==> config.mk <==
export PLATFORM = sky130hd
export DESIGN_NAME = cnt_timebase
export DESIGN_NICKNAME = d
export VERILOG_FILES = /design/src/rtl/cnt_defs.sv /design/src/rtl/cnt_mod.sv /design/src/rtl/cnt_timebase.sv
export SDC_FILE = /design/constraint.sdc
export NUM_CORES = 1
export LEC_CHECK = 0
export ABC_AREA = 1
export BUFFER_PORTS_ARGS = -buffer_cell sky130_fd_sc_hd__buf_2
export CORE_UTILIZATION = 45
export CTS_CLUSTER_DIAMETER = 50
export DETAILED_ROUTE_END_ITERATION = 8
export PLACE_DENSITY_LB_ADDON = 0.08
export RECOVER_POWER = 25
export SYNTH_ARGS = -nofsm -noshare
export SYNTH_HDL_FRONTEND = slang
export SYNTH_SLANG_ARGS = --single-unit
==> constraint.sdc <==
create_clock -name CLK -period 1.8 [get_ports CLK]
set_clock_uncertainty 0.15 [all_clocks]
set_input_delay 0.18 -clock CLK [delete_from_list [all_inputs] [get_ports CLK]]
set_output_delay 0.18 -clock CLK [all_outputs]
set_load 0.01 [all_outputs]
==> src/rtl/cnt_defs.sv <==
// Shared constants and helpers for the timebase counters.
package cnt_defs;

    localparam int unsigned BOARD_CLK_HZ = 50000000;

    // Bit width needed to hold 0..n-1, never less than one bit.
    function automatic int unsigned clog2(input int unsigned n);
        int unsigned w;
        for (w = 1; (w < 32) && ((32'd1 << w) < n); w++) begin
        end
        return w;
    endfunction

endpackage

==> src/rtl/cnt_mod.sv <==
// Generic modulo-N counter with terminal-count flag; clear beats enable.
module cnt_mod
    import cnt_defs::*;
#(
    parameter  int unsigned N = 2,
    localparam int unsigned W = clog2(N)
) (
    input  logic         CLK,
    input  logic         RST,
    input  logic         CLR,
    input  logic         EN,
    output logic [W-1:0] Q,
    output logic         TC
);

    localparam logic [W-1:0] LAST = W'(N - 1);

    logic [W-1:0] r_q;

    // Wrap by compare-and-clear so non-power-of-two moduli stay exact.
    always_ff @(posedge CLK or posedge RST) begin
        if (RST) begin
            r_q <= '0;
        end else if (CLR) begin
            r_q <= '0;
        end else if (EN) begin
            r_q <= (r_q == LAST) ? '0 : r_q + 1'b1;
        end
    end

    assign Q  = r_q;
    assign TC = (r_q == LAST);

endmodule

==> src/rtl/cnt_timebase.sv <==
// Prescaled timebase: sub-tick, tick and wrap strobes, blink and tick count.
module cnt_timebase
    import cnt_defs::*;
#(
    parameter int unsigned CLK_HZ  = BOARD_CLK_HZ,
    parameter int unsigned TICK_HZ = 1,
    parameter int unsigned SUBDIV  = 4,
    parameter int unsigned SEC_MOD = 60
) (
    input  logic                      CLK,
    input  logic                      RST,
    input  logic                      RUN,
    input  logic                      CLR,
    output logic                      EN_SUB,
    output logic                      EN_TICK,
    output logic                      EN_WRAP,
    output logic                      BLINK,
    output logic [clog2(SEC_MOD)-1:0] SEC
);

    localparam int unsigned PRE = CLK_HZ / (TICK_HZ * SUBDIV);

    if ((CLK_HZ % (TICK_HZ * SUBDIV)) != 0 || PRE < 2 || SUBDIV < 2 ||
        (SUBDIV % 2) != 0 || SEC_MOD < 2) begin : g_bad_params
        $error("cnt_timebase: illegal CLK_HZ/TICK_HZ/SUBDIV/SEC_MOD combination");
    end

    logic [clog2(PRE)-1:0]    w_pre;
    logic [clog2(SUBDIV)-1:0] w_sub;
    logic                     w_pre_tc;
    logic                     w_sub_tc;
    logic                     w_sec_tc;
    logic                     w_en_sub;
    logic                     w_en_tick;
    logic                     w_run;
    logic                     w_unused;
    logic                     r_blink;

    // Strobes are qualified by the live inputs so pause and clear gate them at once.
    assign w_run     = RUN & ~CLR;
    assign w_en_sub  = w_run & w_pre_tc;
    assign w_en_tick = w_en_sub & w_sub_tc;

    cnt_mod #(.N(PRE)) u_pre (
        .CLK (CLK),
        .RST (RST),
        .CLR (CLR),
        .EN  (RUN),
        .Q   (w_pre),
        .TC  (w_pre_tc)
    );

    cnt_mod #(.N(SUBDIV)) u_sub (
        .CLK (CLK),
        .RST (RST),
        .CLR (CLR),
        .EN  (w_en_sub),
        .Q   (w_sub),
        .TC  (w_sub_tc)
    );

    cnt_mod #(.N(SEC_MOD)) u_sec (
        .CLK (CLK),
        .RST (RST),
        .CLR (CLR),
        .EN  (w_en_tick),
        .Q   (SEC),
        .TC  (w_sec_tc)
    );

    always_ff @(posedge CLK or posedge RST) begin
        if (RST) begin
            r_blink <= 1'b0;
        end else if (CLR) begin
            r_blink <= 1'b0;
        end else if (w_en_sub) begin
            r_blink <= ~r_blink;
        end
    end

    assign w_unused = ^{w_pre, w_sub};

    assign EN_SUB  = w_en_sub;
    assign EN_TICK = w_en_tick;
    assign EN_WRAP = w_en_tick & w_sec_tc;
    assign BLINK   = r_blink;

endmodule

### Yosys cells after proc, flatten, opt, wreduce, memory -nomap -nowiden

Index checks and enable logic that the tools add are counted.
W data, S select, Z words.

* bits of input ports: 4
* bits in latches: 0
* memories kept: 0
* bits in read-only memories: 0
* output and inout port bits: 10
* bits in writable memories: 0
* flip-flop bits (word level): 33
* word-level logic and storage cells: 30

* multiplexer cells: 11
* add/sub/neg operators: 3
* divide/modulo/power cells: 0
* reduce and logical (&&, ||, !) cells: 3
* bitwise logic cells: 6
* $mul: 0
* equality and inequality tests: 3
* shift operators: 0
* magnitude comparators: 0

Operator list (count)
* $mux W24: 3
* $add A24 B1 Y24 const B: 1
* $eq A24 B24 Y1 const B: 1
* $mux W6: 3
* $add A6 B1 Y6 const B: 1
* $eq A6 B6 Y1 const B: 1
* $mux W2: 3
* $reduce_bool A2 Y1: 3
* $and A1 B1 Y1: 4
* $add A2 B1 Y2 const B: 1
* $eq A2 B2 Y1 const B: 1
* $mux W1: 2
* $not A1 Y1: 2

### Longest topological paths before layout

* depth in word-level cells: 6
* depth in mapped cells: 10
* gate-level depth less buffers: 10

### Modules after synthesis

From an unflattened synthesis, not the netlist that was laid out.

* cells, all modules: 299
* area total of the unflattened synthesis: 2138.3 um^2

Modules (own cells, without submodules)
* cnt_mod (u_pre): seq. area each 600.6 um^2, times used 1, cells an instance 222, area each 1595.3 um^2
* cnt_mod (u_sec): seq. area each 150.1 um^2, times used 1, cells an instance 50, area each 362.8 um^2
* cnt_mod (u_sub): seq. area each 50.0 um^2, times used 1, cells an instance 13, area each 103.8 um^2
* cnt_timebase: seq. area each 25.0 um^2, times used 1, cells an instance 14, area each 76.3 um^2

### Least setup slack after synthesis

OpenSTA, ideal clock, no wires.

* kind: flip-flop to output port
* start point: reg u_pre.r_q[0] (netlist: u_pre.Q[0])
* end point: out EN_WRAP
* data required time: 1470 ps
* stages on the path, launching flop included: 8
* setup slack: 83 ps
* path buffers: 0
* arrival: 1387 ps
* path through: dfrtp_1 -> ha_1 -> nand2_2 -> nor2_8 -> nand2_4 -> nor2_8 -> nand4_4 -> nor2_1

* longest elaborated chain between the ends: 4

RTL lines
* start, declared: line cnt_mod.sv:18 `logic [W-1:0] r_q;`
* start signal, assigned: line cnt_mod.sv:27 `r_q <= (r_q == LAST) ? '0 : r_q + 1'b1;`
* $eq A24 B24 Y1: line cnt_mod.sv:32 `assign TC = (r_q == LAST);`
* $and A1 B1 Y1: line cnt_timebase.sv:41 `assign w_en_sub = w_run & w_pre_tc;`
* $and A1 B1 Y1: line cnt_timebase.sv:42 `assign w_en_tick = w_en_sub & w_sub_tc;`
* $and A1 B1 Y1: line cnt_timebase.sv:85 `assign EN_WRAP = w_en_tick & w_sec_tc;`
* end, declared: line cnt_timebase.sv:16 `output logic EN_WRAP,`

Every way passes these cells.

### Worst setup path after layout

* start point: reg u_pre.r_q[10] (netlist: u_pre.Q[10])
* end point: out EN_WRAP

Same word-level chain as after synthesis.

==> results.yml <==
grt:
  grt_max_degree: 34
  track_usage_pct: 20.5
  antenna_found_initial: 0
  use_met3_pct: 4.33
  grt_use_met2_pct: 32.7
  grtUsageMet1_pct: 27.7
  grt_pass1_vias: 1740
  grt_first_pass_wirelength_mm: 7.91
  gr-total-overflow: 0
  top_usage_layer: "met2"
status:
  violations: "negative setup slack"
  status: "complete, but fails checks"
critical_path:
  endpoint: "EN_WRAP"
  cp_slowest_stage_delay_ns: 0.42
  crit_type: "register to primary output"
  critPathRequiredTime_ns: 1.47
  worstPathArrival_ns: 1.60
  reg2reg_depth: 10
  path_buf_inv: 1
  critical-path-top-delay-family: "simple AND/OR/NAND/NOR gates"
  critPathMaxFanout: 5
  rrSetupSlack_ns: 0.02
  cp_slowest_cell: "dfrtp_1"
  critPathCaptureType: "primary output"
  cpMostUsedCell: "nand2_2"
  startpoint: "u_pre.Q[10]"
  crit_path_cell_trace: "nand2_2 > nor2_4 > nand2_2 > nor2_8 > nand4_4 > nor2_1 > buf_2"
  r2r_start: "u_pre.Q[10]"
  r2r-end: "u_sec.Q[2]"
  worstSetupStartpointType: "register"
  cp_num_cells: 7
layout:
  nets: 337
  fillers: 402
  final_cell_area_um2: 2590
  drive_gt1_share_pct: 24.2
  n_antenna_cell: 0
  final_util_pct: 58.7
  area_growth_pct: 24.0
yosys:
  synth_area_per_cell_um2: 7.41
  synth_cell_types: 33
  ys_ff_latch: 33
  ys_seq_area_share_pct: 39.5
  yosys.area.top_type: "dfrtp_1"
  syn-cell-area_um2: 2090
  yosys_warnings: 0
  synth.area.top_cells: "dfrtp_1 39%, nand2_1 13%, nand3_1 7.7%"
  synth_nets: 289
  synthCells: 282
  synth_top_area_share_pct: 39.5
pwr:
  seqPwrFrac_pct: 53.4
  p_sw_uw: 332
  p_int_mw: 1.08
  power.density_nw_per_um2: 546
  swShare_pct: 23.4
  irDropWorstVdd_mv: 0.309
  power_frac_clock_pct: 40.0
  leakagePower_nw: 1.28
  combPwrFrac_pct: 6.7
sta:
  tightestPinTransition_ns: 0.856
  finalMaxSlewViolations: 0
  max_freq_mhz: 519
  hold_viol: 0
  fin_crit_ns: 1.93
  fin_crit_sh_pct: 107
  rsz0062_at_grt: "true"
  slew-limit-headroom_pct: 42.9
  setup_viol: 3
  setup_ws_ns: -0.126
  timing.setup.tns_ns: -0.213
clock_network:
  clkLatencyLatePin_ns: 0.28
  clockBufferDepth: 2
  cts_root_buf: "clkbuf_8"
  cts_buffers: 5
  cts_tree: "done"
  clock_sinks: 33
  clkSlewWorstSetupHoldPaths_ns: 0.07
  cts.htree.levels: 2
routing:
  dr.pass1.iters: 4
  num_vias: 1896
  drt-initial-drc-count: 78
  wire_per_inst_um: 12.5
  drc_errors: 0
  antenna_left: 0
  wl_mm: 4.76
  via_per_inst: 4.96
floorplanning:
  start_util_pct: 47.4
  num_rows: 24
  die_w_um: 70.2
  die_area_um2: 4920
  io_pins: 14
  die_y_um: 70.2
  core_area_um2: 4410
job:
  max-cap-violations: 0
placement:
  placed_cell_area_um2: 2330
  dp_hpwl_mm: 3.42
  routabilityCongestion: 0.857
  io_buffers: 13
hold_path:
  hp-class: "input port to register"
[per-stage QoR]
stage	worst slack, ns	hold WS (ns)	power [mW]	cells
final	-0.126	0.0226	1.42	382
after global routing	-0.207	0.0209	1.48	382
after CTS	-0.155	0.0124	1.44	374
after detailed placement	0.0555	0.153	0.859	361
after global placement	0.0902	0.147	0.858	361
after floorplan	0.0830	0.159	0.822	282
[state kept, by name, indices dropped and copies added (netlist names)]
register / cells
u_sec.Q: 6
BLINK: 1
u_pre.Q: 24
u_sub.Q: 2
[worst min path at each step]
stage / end / depth (start not counted) / from / slack [ns]
floorplan: BLINK / 1 / RST / 0.16
global placement: u_pre.Q[2] / 3 / RST / 0.15
finish: u_pre.Q[22] / 3 / RUN / 0.02
CTS: u_pre.Q[22] / 3 / RUN / 0.01
global route: u_pre.Q[22] / 3 / RUN / 0.02
detailed placement: u_pre.Q[2] / 3 / RST / 0.15
[worst register-to-register path, cell delays in order, from the launching register on]
cell and delay, ns:
dfrtp_1 0.42, nand2_2 0.09, nor2_4 0.17, nand2_2 0.11, nor2_8 0.16, nand4_4 0.12, buf_4 0.17, buf_4 0.12
nor2_2 0.09, nand2_1 0.06, nand2_1 0.05
[per-layer routing]
metal	routed length, um	share of wire [%]
met1	2250	47
met2	2220	47
met3	221	4.6
met4	65	1.4
met5	0	0
[timing repair]
item | 4_1_cts | 5_1_grt
endpoints found under the setup margin | 3 | 10
gates resized for setup | 6 | 8
hold buffers | 1 | 0
setup buffers | 5 | 8
pin swaps | 4 | 7
endpoints found under the hold margin | 33 | 0
[cells in the mapped netlist]
| cell | n |
|---|---|
| nor2_2 | 8 |
| nand4_1 | 6 |
| buf_4 | 1 |
| nand2_1 | 72 |
| nor3b_1 | 1 |
| xor2_1 | 10 |
| a21oi_2 | 1 |
| o22ai_1 | 8 |
| dfrtp_1 | 33 |
| clkinv_2 | 1 |
| o21ai_1 | 4 |
| buf_2 | 1 |
| nand3b_1 | 2 |
| a31oi_1 | 2 |
| nor2_8 | 2 |
| buf_6 | 1 |
| inv_1 | 32 |
| nand3_2 | 1 |
| nand2_2 | 5 |
| and2_1 | 1 |
| xnor2_1 | 1 |
| nand2_4 | 2 |
| nor2_1 | 32 |
| inv_2 | 3 |
| ha_1 | 3 |
| nand4_4 | 1 |
| o21ai_0 | 10 |
| nor3_1 | 1 |
| clkbuf_1 | 1 |
| nand3_1 | 32 |
| nor2_4 | 1 |
| a21oi_1 | 2 |
| o21bai_1 | 1 |
[cells in the final DEF (no fill, tap or decap), types with 3 or more instances in the layout]
master,instances
nand2_1,72
dfrtp_1,33
inv_1,32
nor2_1,30
nand3_1,30
buf_4,30
buf_2,11
xor2_1,10
o21ai_0,10
o22ai_1,8
nor2_2,6
nand4_1,6
clkbuf_8,6
nor2_4,5
nand2_2,4
o21ai_1,4
inv_2,3
nand2_4,3
[cells by family after synthesis]
kind of cell | Yosys count | synth area share, %
compound gates | 28 | 7.60
xor+xnor | 11 | 4.61
fa+ha+maj | 3 | 1.80
buf+inv | 40 | 7.84
flops | 33 | 39.5
simple gates | 167 | 38.7
[power by group through the flow]
| stage | Combinational [mW] | Sequential, mW | Clock, mW |
|---|---|---|---|
| after floorplan | 0.0521 | 0.769 | 0 |
| after global placement | 0.0910 | 0.767 | 0 |
| after detailed placement | 0.0912 | 0.768 | 0 |
| after CTS | 0.0953 | 0.755 | 0.588 |
| after global routing | 0.110 | 0.756 | 0.610 |
| final | 0.0944 | 0.756 | 0.566 |
[final cells by class]
| type | count | area [um2] | area share (%) |
|---|---|---|---|
| Sequential cell | 33 | 826 | 31.9 |
| Clock buffer | 7 | 86.3 | 3.33 |
| Tap cell | 52 | 65.1 | 2.51 |
| Inverter | 36 | 136 | 5.26 |
| Multi-Input combinational cell | 209 | 1160 | 44.8 |
| Timing Repair Buffer | 45 | 318 | 12.3 |
Power figures use the tool's default switching activity.
